--- config.mk ---
export PLATFORM = sky130hd
export DESIGN_NAME = mem_port_arbiter
export DESIGN_NICKNAME = d
export VERILOG_FILES = /design/src/rtl/mem_arb_pkg.sv /design/src/rtl/mem_arb_pick.sv /design/src/rtl/mem_port_arbiter.sv
export SDC_FILE = /design/constraint.sdc
export NUM_CORES = 1
export LEC_CHECK = 0
export CORE_UTILIZATION = 34
export CTS_CLUSTER_DIAMETER = 80
export DETAILED_ROUTE_END_ITERATION = 8
export PLACE_DENSITY = 0.77
export SLEW_MARGIN = 20
export SYNTH_ARGS = -nofsm -noshare
export SYNTH_HDL_FRONTEND = slang
export SYNTH_SLANG_ARGS = --single-unit
--- constraint.sdc ---
create_clock -name clock -period 1.6 [get_ports clock]
set_input_delay 0.24 -clock clock [delete_from_list [all_inputs] [get_ports clock]]
set_output_delay 0.24 -clock clock [all_outputs]
set_load 0.01 [all_outputs]
--- src/rtl/mem_arb_pkg.sv ---
// Shared types and defaults for the unified-memory port arbiter.
package mem_arb_pkg;

  localparam int DEF_ADDR_W     = 10;
  localparam int DEF_DATA_W     = 32;
  localparam int DEF_MEM_LAT    = 2;
  localparam int DEF_STARVE_MAX = 3;

  typedef enum logic [1:0] {
    IDLE,
    ISSUE,
    WAIT,
    RESP
  } state_t;

  typedef enum logic {
    OWN_IF,
    OWN_DM
  } owner_t;

  // Width of a counter that must hold values 0..maxval.
  function automatic int cnt_w(input int maxval);
    return (maxval < 1) ? 1 : $clog2(maxval + 1);
  endfunction

endpackage

--- src/rtl/mem_arb_pick.sv ---
// Winner select for the IF/DM ports: DM has priority; with ARB_STARVE_GUARD_EN
// a saturating loss counter forces IF through after STARVE_MAX consecutive losses.
module mem_arb_pick
  import mem_arb_pkg::*;
#(
  parameter int STARVE_MAX = DEF_STARVE_MAX
) (
  input  logic clock,
  input  logic reset,
  input  logic arb_en,
  input  logic if_req,
  input  logic dm_req,
  output logic grant_if,
  output logic grant_dm
);

  logic force_if;

`ifdef ARB_STARVE_GUARD_EN
  localparam int SW = cnt_w(STARVE_MAX);
  localparam logic [SW-1:0] SMAX = SW'(STARVE_MAX);

  logic [SW-1:0] starve_cnt;

  assign force_if = if_req && dm_req && (starve_cnt == SMAX);

  // Counts only real arbitration losses, so held requests during ISSUE/WAIT don't count.
  always_ff @(posedge clock) begin
    if (reset)
      starve_cnt <= '0;
    else if (grant_if)
      starve_cnt <= '0;
    else if (grant_dm && if_req && (starve_cnt != SMAX))
      starve_cnt <= starve_cnt + 1'b1;
  end
`else
  logic unused_guard;
  assign unused_guard = ^{clock, reset, (STARVE_MAX != 0)};
  assign force_if     = 1'b0;
`endif

  assign grant_dm = arb_en && dm_req && !force_if;
  assign grant_if = arb_en && if_req && !grant_dm;

endmodule

--- src/rtl/mem_port_arbiter.sv ---
// Shares one fixed-latency single-port memory between fetch (IF) and data (DM) ports,
// one transaction at a time. Optional fetch-starvation guard: ARB_STARVE_GUARD_EN.
module mem_port_arbiter
  import mem_arb_pkg::*;
#(
  parameter int ADDR_W     = DEF_ADDR_W,
  parameter int DATA_W     = DEF_DATA_W,
  parameter int MEM_LAT    = DEF_MEM_LAT,
  parameter int STARVE_MAX = DEF_STARVE_MAX
) (
  input  logic              clock,
  input  logic              reset,
  input  logic              if_req,
  input  logic [31:0]       if_addr,
  output logic              if_ready,
  output logic              if_rvalid,
  output logic [DATA_W-1:0] if_rdata,
  input  logic              dm_req,
  input  logic              dm_we,
  input  logic [31:0]       dm_addr,
  input  logic [DATA_W-1:0] dm_wdata,
  output logic              dm_ready,
  output logic              dm_rvalid,
  output logic [DATA_W-1:0] dm_rdata,
  output logic              mem_en,
  output logic              mem_we,
  output logic [ADDR_W-1:0] mem_addr,
  output logic [DATA_W-1:0] mem_wdata,
  input  logic [DATA_W-1:0] mem_rdata,
  output logic              busy
);

  localparam int CNT_W = cnt_w(MEM_LAT);

  state_t            state, state_nxt;
  owner_t            owner;
  logic [CNT_W-1:0]  wait_cnt;
  logic [DATA_W-1:0] resp_q;
  logic              arb_en, grant_if, grant_dm, resp_cyc;

  // Word addressing wraps inside the memory; byte offset bits are dropped.
  logic unused_addr;
  assign unused_addr = ^{if_addr[31:ADDR_W+2], if_addr[1:0],
                         dm_addr[31:ADDR_W+2], dm_addr[1:0]};

  assign arb_en = !reset && ((state == IDLE) || (state == RESP));

  mem_arb_pick #(
    .STARVE_MAX(STARVE_MAX)
  ) u_pick (
    .clock   (clock),
    .reset   (reset),
    .arb_en  (arb_en),
    .if_req  (if_req),
    .dm_req  (dm_req),
    .grant_if(grant_if),
    .grant_dm(grant_dm)
  );

  always_ff @(posedge clock) begin
    if (reset) state <= IDLE;
    else       state <= state_nxt;
  end

  always_comb begin
    state_nxt = state;
    case (state)
      IDLE, RESP: state_nxt = (grant_if || grant_dm) ? ISSUE : IDLE;
      ISSUE:      state_nxt = WAIT;
      WAIT:       if (wait_cnt == CNT_W'(1)) state_nxt = RESP;
      default:    state_nxt = IDLE;
    endcase
  end

  always_comb begin
    if_ready  = grant_if;
    dm_ready  = grant_dm;
    resp_cyc  = (state == RESP) && !reset;
    if_rvalid = resp_cyc && (owner == OWN_IF);
    dm_rvalid = resp_cyc && (owner == OWN_DM);
    if_rdata  = if_rvalid ? resp_q : '0;
    dm_rdata  = dm_rvalid ? resp_q : '0;
    busy      = (state != IDLE);
  end

  // The mem_* registers double as the latched command; they hold between accesses.
  always_ff @(posedge clock) begin
    if (reset) begin
      mem_en    <= 1'b0;
      mem_we    <= 1'b0;
      mem_addr  <= '0;
      mem_wdata <= '0;
      owner     <= OWN_IF;
      wait_cnt  <= '0;
      resp_q    <= '0;
    end else begin
      mem_en <= grant_if || grant_dm;
      if (grant_dm) begin
        owner     <= OWN_DM;
        mem_we    <= dm_we;
        mem_addr  <= dm_addr[ADDR_W+1:2];
        mem_wdata <= dm_wdata;
      end else if (grant_if) begin
        owner    <= OWN_IF;
        mem_we   <= 1'b0;
        mem_addr <= if_addr[ADDR_W+1:2];
      end
      if (state == ISSUE)
        wait_cnt <= CNT_W'(MEM_LAT);
      else if (state == WAIT)
        wait_cnt <= wait_cnt - 1'b1;
      if ((state == WAIT) && (wait_cnt == CNT_W'(1)))
        resp_q <= mem_we ? '0 : mem_rdata;
    end
  end

endmodule

After elaboration in Yosys (flattened, before gate mapping)
Index checks and enable logic that the tools add are counted.
- flip-flop bits (word level): 81
- bits of input ports: 133
- output and inout bits: 113
- logic and storage cells: 47
- $add $sub $neg: 1
- equal/unequal tests: 5
- mux-type cells: 13
- bitwise operators: 1
- reduce and logical (&&, ||, !) cells: 18
- operators by type and width (cell ; number):
    2-to-1 mux 32 bit ; 3
    2-to-1 mux 10 bit ; 2
    logical AND 1 bit ; 8
    2-to-1 mux 2 bit ; 3
    one-hot mux 2 bit (3 select lines) ; 1
    nonzero test 2 bit ; 3
    == test 2 x 1 -> 1 bit (second input constant) ; 2
    == test 2 bit (second input constant) ; 2
    2-to-1 mux 1 bit ; 4
    OR reduction 2 bit ; 2
    zero test 1 bit ; 2
    zero test 2 bit ; 1
    logical OR 1 bit ; 2
    inequality test 2 bit (second input constant) ; 1
    subtractor 2 x 1 -> 2 bit (second input constant) ; 1
    NOT 1 bit ; 1

Depth between registers and ports, before layout
Gate-level depths: netlist (run 1).
- depth in word-level cells: 9
- gate-level depth with buffers: 8
- gate-level depth less buffers: 6

By module
From an unflattened synthesis (run 1), not the netlist that was laid out.
- cells, all modules: 405
- area, all modules: 3711.1 um2
- modules (own cells, without submodules) (module ; instances ; cells each ; area an instance (um2) ; seq. area each (um2)):
    mem_port_arbiter ; 1 ; 403 ; 3694.8 ; 1621.6
    mem_arb_pick ; 1 ; 2 ; 16.3 ; 0.0

Least setup slack after synthesis (run 1)
Ideal clock, no wire load.
- path type: reg2out
- start: register state[0]
- end: output port dm_ready
- arrival time: 1.383 ns
- data required time: 1.360 ns
- setup slack: -0.023 ns
- stages on the path, launching flop included: 7
- buffers on the path: 3
- cell sequence: dfxtp_1 > inv_1 > ha_1 > buf_6 > nor3b_4 > buf_12 > buf_12
- cells in the longest elaborated chain, start to end: 4
- elaborated cells between the ends (all ways): 5
- those cells by class: 1 x eq/ne; 4 x reduce/logical
- ends and longest elaborated chain (element ; RTL line ; source):
    start, declared ; mem_port_arbiter.sv:35 ; state_t state, state_nxt;
    start signal, assigned ; mem_port_arbiter.sv:62 ; else state <= state_nxt;
    == test 2 bit / zero test 2 bit (equally long branches) ; mem_port_arbiter.sv:46 ; assign arb_en = !reset && ((state == IDLE) || (state == RESP));
    logical OR 1 bit (*) ; mem_port_arbiter.sv:46 ;
    logical AND 1 bit (*) ; mem_port_arbiter.sv:46 ;
    logical AND 1 bit (*) ; mem_arb_pick.sv:42 ; assign grant_dm = arb_en && dm_req && !force_if;
    end, declared ; mem_port_arbiter.sv:22 ; output logic dm_ready,
Every way passes the cells marked *; elsewhere a longest branch is shown, timed or not.

Worst setup path in the final report (run 1)
- start: register state[0]
- end: output port dm_rdata[30]
- cells in the longest elaborated chain, start to end: 4
- ends and longest elaborated chain (element ; RTL line ; source):
    == test 2 bit ; mem_port_arbiter.sv:78 ; resp_cyc = (state == RESP) && !reset;
    logical AND 1 bit ; mem_port_arbiter.sv:78 ;
    logical AND 1 bit ; mem_port_arbiter.sv:80 ; dm_rvalid = resp_cyc && (owner == OWN_DM);
    2-to-1 mux 32 bit ; mem_port_arbiter.sv:82 ; dm_rdata = dm_rvalid ? resp_q : '0;
    end, declared ; mem_port_arbiter.sv:24 ; output logic [DATA_W-1:0] dm_rdata,
No other way between the ends.

==> qor.csv, run 1 <==
stage,metric,value,unit
outcome,outcome,"complete, but fails checks",
outcome,violations,negative setup slack,
floorplanning,dieArea,12000,µm²
critical_path,worstSetupPathType,reg2out,
synthesis,synth_edf_count,0,
placed_design,dp_hpwl,8190,µm
synthesis,synth_top_area_cell,dfxtp_1,
worst_hold_path,hp-class,in2reg,
critical_path,startpoint,state[0]$_SDFFE_PP0P_,
placed_design,dpl.cell_count,768,
critical_path,crit_buf_inv,3,
final_layout,diodes,0,
detailed_routing,routed_wl,14400,µm
critical_path,cpMaxStageDelayCell,dfxtp_2,
timing,max_slew_margin,0.770,
global_route,antenna_found_initial,0,
worst_hold_path,holdPathEnd,mem_wdata[10]$_SDFFE_PP0N_,
timing,rsz0062_at_grt,yes,
detailed_routing,vias_per_cell,5.02,
timing,tightest_slew,0.345,ns
synthesis,yosysWarnings,0,
synthesis,synthFlopType,dfxtp_1,
timing,setup-violations-final,82,
synthesis,ys_seq_elements,81,
timing,finClkSkew,0.00378,ns
critical_path,critPathMaxFanout,8,
timing,hold_viol_final,0,
power_and_ir_drop,peakVddDrop,0.748,mV
detailed_routing,wl_per_cell,17.7,µm
detailed_routing,ant_nets,0,
synthesis,synth_cell_type_count,34,
final_layout,stdcell_count,816,
clocking,cts_tree,built,
critical_path,cp-end-kind,primary output,
critical_path,reg2reg_to,mem_wdata[21]$_SDFFE_PP0N_,
timing,max_freq,534,MHz
synthesis,async_reset_ff_frac,0,
critical_path,crit_required,1.36,ns
clocking,htreeDepth,3,
synthesis,synth_top_area_frac,0.411,
timing,fin_crit_sh,1.17,
critical_path,slowest_delay,0.34,ns
floorplanning,fp.dieH,110,µm
critical_path,worstPathCellList,"ha_4, and3b_2, buf_6, buf_16, and2_4, buf_6",
final_layout,final_cell_mix,"clkdlybuf4s50_1 (131), dfxtp_1 (79), buf_6 (71)",
critical_path,cp_top_family,simple AND/OR/NAND/NOR gates,
final_layout,layout_commonest_cell,clkdlybuf4s50_1,
final_layout,fin_nets,809,
critical_path,arrival,1.63,ns
synthesis,synth_nets,584,
clocking,numClockSinks,81,
critical_path,path_common_cell,buf_6,
synthesis,synthCells,446,
floorplanning,ios,246,
critical_path,cp-start-kind,flip-flop,
power_and_ir_drop,cellPowerDensity,1160,nW/µm²
clocking,clk_pin_slew_worst_paths,0.06,ns
critical_path,rr_worst_depth,8,
global_route,overflow,0,
detailed_routing,drtIter0Drc,182,
floorplanning,start_util,0.356,
power_and_ir_drop,power,8.43,mW
critical_path,reg2reg_slack,-0.10,ns
timing,fin_ws,-0.271,ns
floorplanning,core_region_area,11100,µm²
worst_hold_path,min-delay-start,dm_wdata[10],
clocking,cts-root-buf,clkbuf_16,
synthesis,yosysSeqAreaShare,0.411,
final_layout,area_growth,83.8,%
detailed_routing,vias,4100,
timing,period_needed,1.87,ns
placed_design,numPortBuffers,201,
job,drv_cap,0,
global_route,grt_pass1_wl,19700,µm
synthesis,synth_area,3940,µm²
clocking,clock_latency,0.33,ns
clocking,cts_hold_buf,0,
floorplanning,die_w,110,µm
global_route,grt_max_degree,70,
worst_hold_path,hold_depth,3,
placed_design,place_congestion,0.807,
clocking,clockBufferDepth,2,
detailed_routing,post-route-drc-count,0,
clocking,cts-buffers-inserted,9,
final_layout,drive_gt1_frac,0.362,
timing,slew_viol_final,0,
critical_path,reg2reg_from,state[1]$_SDFFE_PP0P_,
floorplanning,num_rows,38,
synthesis,yosys-top-cells-area,"dfxtp_1 (41%), and2_1 (10%), nand4b_1 (7.1%)",
synthesis,avgSynthCellArea,8.84,µm²
detailed_routing,first_pass_iters,5,
global_route,grt_pass1_vias,3832,
power_and_ir_drop,p_leak,2.84,nW
global_route,track_usage,0.220,
report_power, final:
group | total (mW) | internal (mW) | switching [mW] | leakage, nW
Clock | 2.12 | 1.34 | 0.780 | 0.153
Combinational | 3.69 | 1.98 | 1.71 | 2.03
Sequential | 2.63 | 2.40 | 0.232 | 0.663
cells in the mapped netlist, types with 3 or more instances:
master    count
a211oi_2      9
a21oi_1      45
nand2b_1     33
clkbuf_1     15
nand2_2       3
o21ai_1      16
ha_1          5
inv_1         6
buf_6         3
and2_1       64
dfxtp_1      81
buf_2        14
o21ai_2      16
buf_12        5
nand2_1      64
nand4b_1     32
mux2i_1      11
nor2_1        4
kinds of logic (layout without fill, tap and decap cells):
group / after synthesis / in the layout / share of synthesized area
xor+xnor: 1 / 1 / 0.00222
fa+ha+maj: 5 / 5 / 0.0159
flops: 81 / 81 / 0.411
mux: 11 / 11 / 0.0279
simple gates: 207 / 207 / 0.311
buf+inv: 49 / 279 / 0.0800
compound gates: 92 / 92 / 0.152
state kept, by name, summed over array words and instances, names as in the netlist:
| name | flops |
|---|---|
| mem_wdata | 32 |
| state | 2 |
| mem_en | 1 |
| resp_q | 32 |
| mem_addr | 10 |
| wait_cnt | 2 |
| owner | 1 |
| mem_we | 1 |
area by class of cell:
type	count	area, µm²
fillers	853	3830
repair buffers	255	2850
multi-input cells	316	2250
flip-flops and latches	81	1620
clock buffers	14	274
well taps	140	175
clock inverters	2	35.0
inverters	7	33.8
repair inverters	1	7.51
worst register-to-register path, cell delays in order (launching register included):
cell	delay (ns)
dfxtp_2	0.35
buf_6	0.11
inv_4	0.04
ha_4	0.26
nor3b_4	0.29
buf_4	0.18
clkbuf_16	0.15
clkbuf_16	0.14
o21ai_1	0.08
worst max-delay path by stage:
stage                        end  slack [ns]  cells past startpoint
floorplan               dm_ready       0.002                      6
global placement        if_ready       -0.35                      4
detailed placement      if_ready       -0.33                      4
CTS                 if_rdata[22]       -0.30                      7
global route        dm_rdata[30]       -0.31                      6
finish              dm_rdata[30]       -0.27                      6
layer usage:
| layer | GRT usage | wire length, µm | vias to the layer above |
|---|---|---|---|
| li1 | - | - | 1951 |
| met1 | 0.240 | 5430 | 1937 |
| met2 | 0.393 | 7250 | 189 |
| met3 | 0.0747 | 1390 | 23 |
| met4 | 0.0810 | 351 | 0 |
| met5 | 0 | 0 | - |
per-stage QoR:
| step | hold WS (ns) | utilization | instance area (µm²) | TNS, ns | setup slack [ns] |
|---|---|---|---|---|---|
| after global placement | 0.446 | 0.547 | 6060 | -19.30 | -0.350 |
| final | 0.452 | 0.654 | 7240 | -14.94 | -0.271 |
| after CTS | 0.440 | 0.617 | 6830 | -17.26 | -0.302 |
| after floorplan | 0.338 | - | 3940 | 0 | 0.00191 |
| after global routing | 0.451 | 0.654 | 7240 | -19.69 | -0.309 |
| after detailed placement | 0.452 | 0.547 | 6060 | -21.62 | -0.327 |
timing repair:
action	4_1_cts	5_1_grt
setup endpoints to repair	103	137
cloned	11	8
buffers inserted	10	8
resized for setup	380	74
hold endpoints to repair	0	0
pin swaps	49	8
Note: power is estimated with default switching activity, not from simulation.
==> run 2: changes to the inputs <==
- REMOVE_ABC_BUFFERS: default -> 1
==> run 2 against run 1 <==
Net effect: the run still ends with negative setup slack left; die area did not move; critical path depth did not move; final area rose by 4.0%; wire length fell by 1.0%; register-to-register slack barely moved; worst hold slack got worse by 0.0040 ns; critical path type unchanged.
==> qor.csv, run 2 (same netlist as run 1, synthesis figures left out) <==
stage,metric,value,unit,change
critical_path,critPathMaxFanout,8,,unchanged
final_layout,layout_commonest_cell,clkdlybuf4s50_1,,
timing,fin_ws,-0.269,ns,+0.00205 ns
global_route,overflow,0,,unchanged
power_and_ir_drop,p_leak,3.04,nW,+7.0%
critical_path,worstSetupPathType,reg2out,,
detailed_routing,first_pass_iters,4,,-1
floorplanning,dieArea,12000,µm²,unchanged
critical_path,cp-endpoint,dm_rdata[7],,
detailed_routing,drtIter0Drc,142,,-22%
floorplanning,ios,246,,unchanged
final_layout,final_area,7530,µm²,+4.0%
detailed_routing,ant_nets,0,,unchanged
timing,period_needed,1.87,ns,-0.00205 ns
timing,max_freq,535,MHz,+0.11%
floorplanning,core_region_area,11100,µm²,unchanged
timing,hold_slack,0.448,ns,-0.00400 ns
critical_path,cp-end-kind,primary output,,
final_layout,diodes,0,,unchanged
floorplanning,die_w,110,µm,unchanged
clocking,clockBufferDepth,2,,unchanged
timing,slew_viol_final,0,,unchanged
timing,fin_crit_sh,1.17,,-0.00128
critical_path,rr_worst_depth,9,,+1
critical_path,reg2reg_slack,-0.11,ns,about the same
final_layout,area_growth,91.1,%,
clocking,cts-buffers-inserted,9,,unchanged
detailed_routing,routed_wl,14300,µm,-1.0%
clocking,cts_hold_buf,0,,unchanged
global_route,grt_max_degree,50,,-29%
clocking,clock_latency,0.33,ns,about the same
placed_design,dp_hpwl,8050,µm,-1.8%
outcome,outcome,"complete, but fails checks",,
global_route,grt_pass1_wl,19400,µm,-1.8%
critical_path,cp-start-kind,flip-flop,,
clocking,cts-root-buf,clkbuf_16,,
clocking,numClockSinks,81,,unchanged
final_layout,largestRegisters,"mem_wdata (32), resp_q (32), mem_addr (10)",,
worst_hold_path,hp-class,in2reg,,
floorplanning,start_util,0.356,,unchanged
critical_path,reg2reg_from,state[1]$_SDFFE_PP0P_,,
critical_path,arrival,1.63,ns,about the same
detailed_routing,vias,4109,,+0.22%
global_route,track_usage,0.211,,-0.00837
final_layout,fin_nets,814,,+0.62%
final_layout,utilization,0.680,,+0.0260
floorplanning,fp.dieH,110,µm,unchanged
clocking,cts_tree,built,,
final_layout,drive_gt1_frac,0.432,,+0.0693
global_route,grt_pass1_vias,3879,,+1.2%
timing,max_slew_margin,0.671,,-0.0992
placed_design,numPortBuffers,201,,unchanged
detailed_routing,post-route-drc-count,0,,unchanged
placed_design,placed_area,6090,µm²,+0.58%
placed_design,place_congestion,0.812,,+0.64%
critical_path,startpoint,state[0]$_SDFFE_PP0P_,,
timing,hold_viol_final,0,,unchanged
timing,finClkSkew,0.0109,ns,+0.00710 ns
timing,fin_tns_setup,-16.08,ns,-1.14 ns
global_route,antenna_found_initial,0,,unchanged
final_layout,final_cell_mix,"clkdlybuf4s50_1 (131), buf_6 (80), dfxtp_1 (79)",,
critical_path,crit_required,1.36,ns,about the same
clocking,htreeDepth,3,,unchanged
timing,setup-violations-final,105,,+28%
detailed_routing,vias_per_cell,5.00,,-0.39%
timing,tightest_slew,0.494,ns,+0.149 ns
clocking,clk_pin_slew_worst_paths,0.06,ns,about the same
power_and_ir_drop,peakVddDrop,0.669,mV,-11%
power_and_ir_drop,cellPowerDensity,1140,nW/µm²,-2.1%
job,drv_cap,0,,unchanged
final_layout,fillerInstances,788,,-7.6%
critical_path,reg2reg_to,mem_we$_SDFFE_PP0P_,,
outcome,violations,negative setup slack,,
detailed_routing,wl_per_cell,17.4,µm,-1.6%
timing,rsz0062_at_grt,yes,,
floorplanning,num_rows,38,,unchanged
power_and_ir_drop,power,8.59,mW,+1.8%
[run 2: cell count changes in the layout (fill, tap and decap cells not counted), moves of 6 or more]
cell,delta
nand2_2,+7
nand2_4,+20
a21oi_1,-6
o21ai_2,+11
buf_6,+9
o21ai_1,-11
nand2_1,-27
[run 2: worst max-delay path, cell delays in order, from the launching register on]
cell and delay, ns:
dfxtp_4 0.36, ha_4 0.16, and3b_2 0.23, buf_12 0.15, buf_16 0.14, and2_4 0.15
buf_6 0.11
[run 2: layout make-up]
| type | count | area [µm²] | area share |
|---|---|---|---|
| Timing Repair inverter | 1 | 7.51 | 0.000997 |
| Clock inverter | 6 | 67.6 | 0.00897 |
| Timing Repair Buffer | 260 | 2910 | 0.387 |
| Inverter | 7 | 33.8 | 0.00449 |
| Clock buffer | 10 | 229 | 0.0304 |
| Sequential cell | 81 | 1630 | 0.216 |
| Tap cell | 140 | 175 | 0.0233 |
| Multi-Input combinational cell | 316 | 2480 | 0.329 |
[run 2: layer usage]
metal  vias up  share of wire  GRT usage
li1       1971              -          -
met1      1937           0.39      0.242
met2       180           0.52      0.374
met3        21          0.080     0.0646
met4         0          0.018     0.0676
met5         -              0          0
[run 2: worst min path at each step]
stage | cells after the start | endpoint | start | slack (ns)
final | 3 | mem_wdata[22]$_SDFFE_PP0N_ | dm_wdata[22] | 0.45
after detailed placement | 2 | resp_q[31]$_SDFFE_PP0P_ | resp_q[31]$_SDFFE_PP0P_ | 0.45
after global placement | 2 | resp_q[22]$_SDFFE_PP0P_ | resp_q[22]$_SDFFE_PP0P_ | 0.44
after CTS | 3 | mem_wdata[22]$_SDFFE_PP0N_ | dm_wdata[22] | 0.44
after floorplan | 1 | mem_addr[0]$_SDFFE_PP0P_ | reset | 0.30
after global routing | 3 | mem_wdata[24]$_SDFFE_PP0N_ | dm_wdata[24] | 0.46
[run 2: power by group]
| group | switching [mW] | internal [mW] |
|---|---|---|
| clock | 0.853 | 1.22 |
| combinational | 1.81 | 2.06 |
| sequential | 0.244 | 2.40 |
[run 2: per-stage QoR]
stage / cells / setup slack [ns]
2_1_floorplan: 404 / -1.27
4_1_cts: 806 / -0.277
6_report: 821 / -0.269
3_3_place_gp: 771 / -0.310
5_1_grt: 821 / -0.302
3_5_place_dp: 771 / -0.315
[run 2: repair_timing]
action,CTS,global route
cloned,7,9
resized for setup,382,148
setup buffers,12,10
endpoints found under the setup margin,111,140
pin swaps,26,53
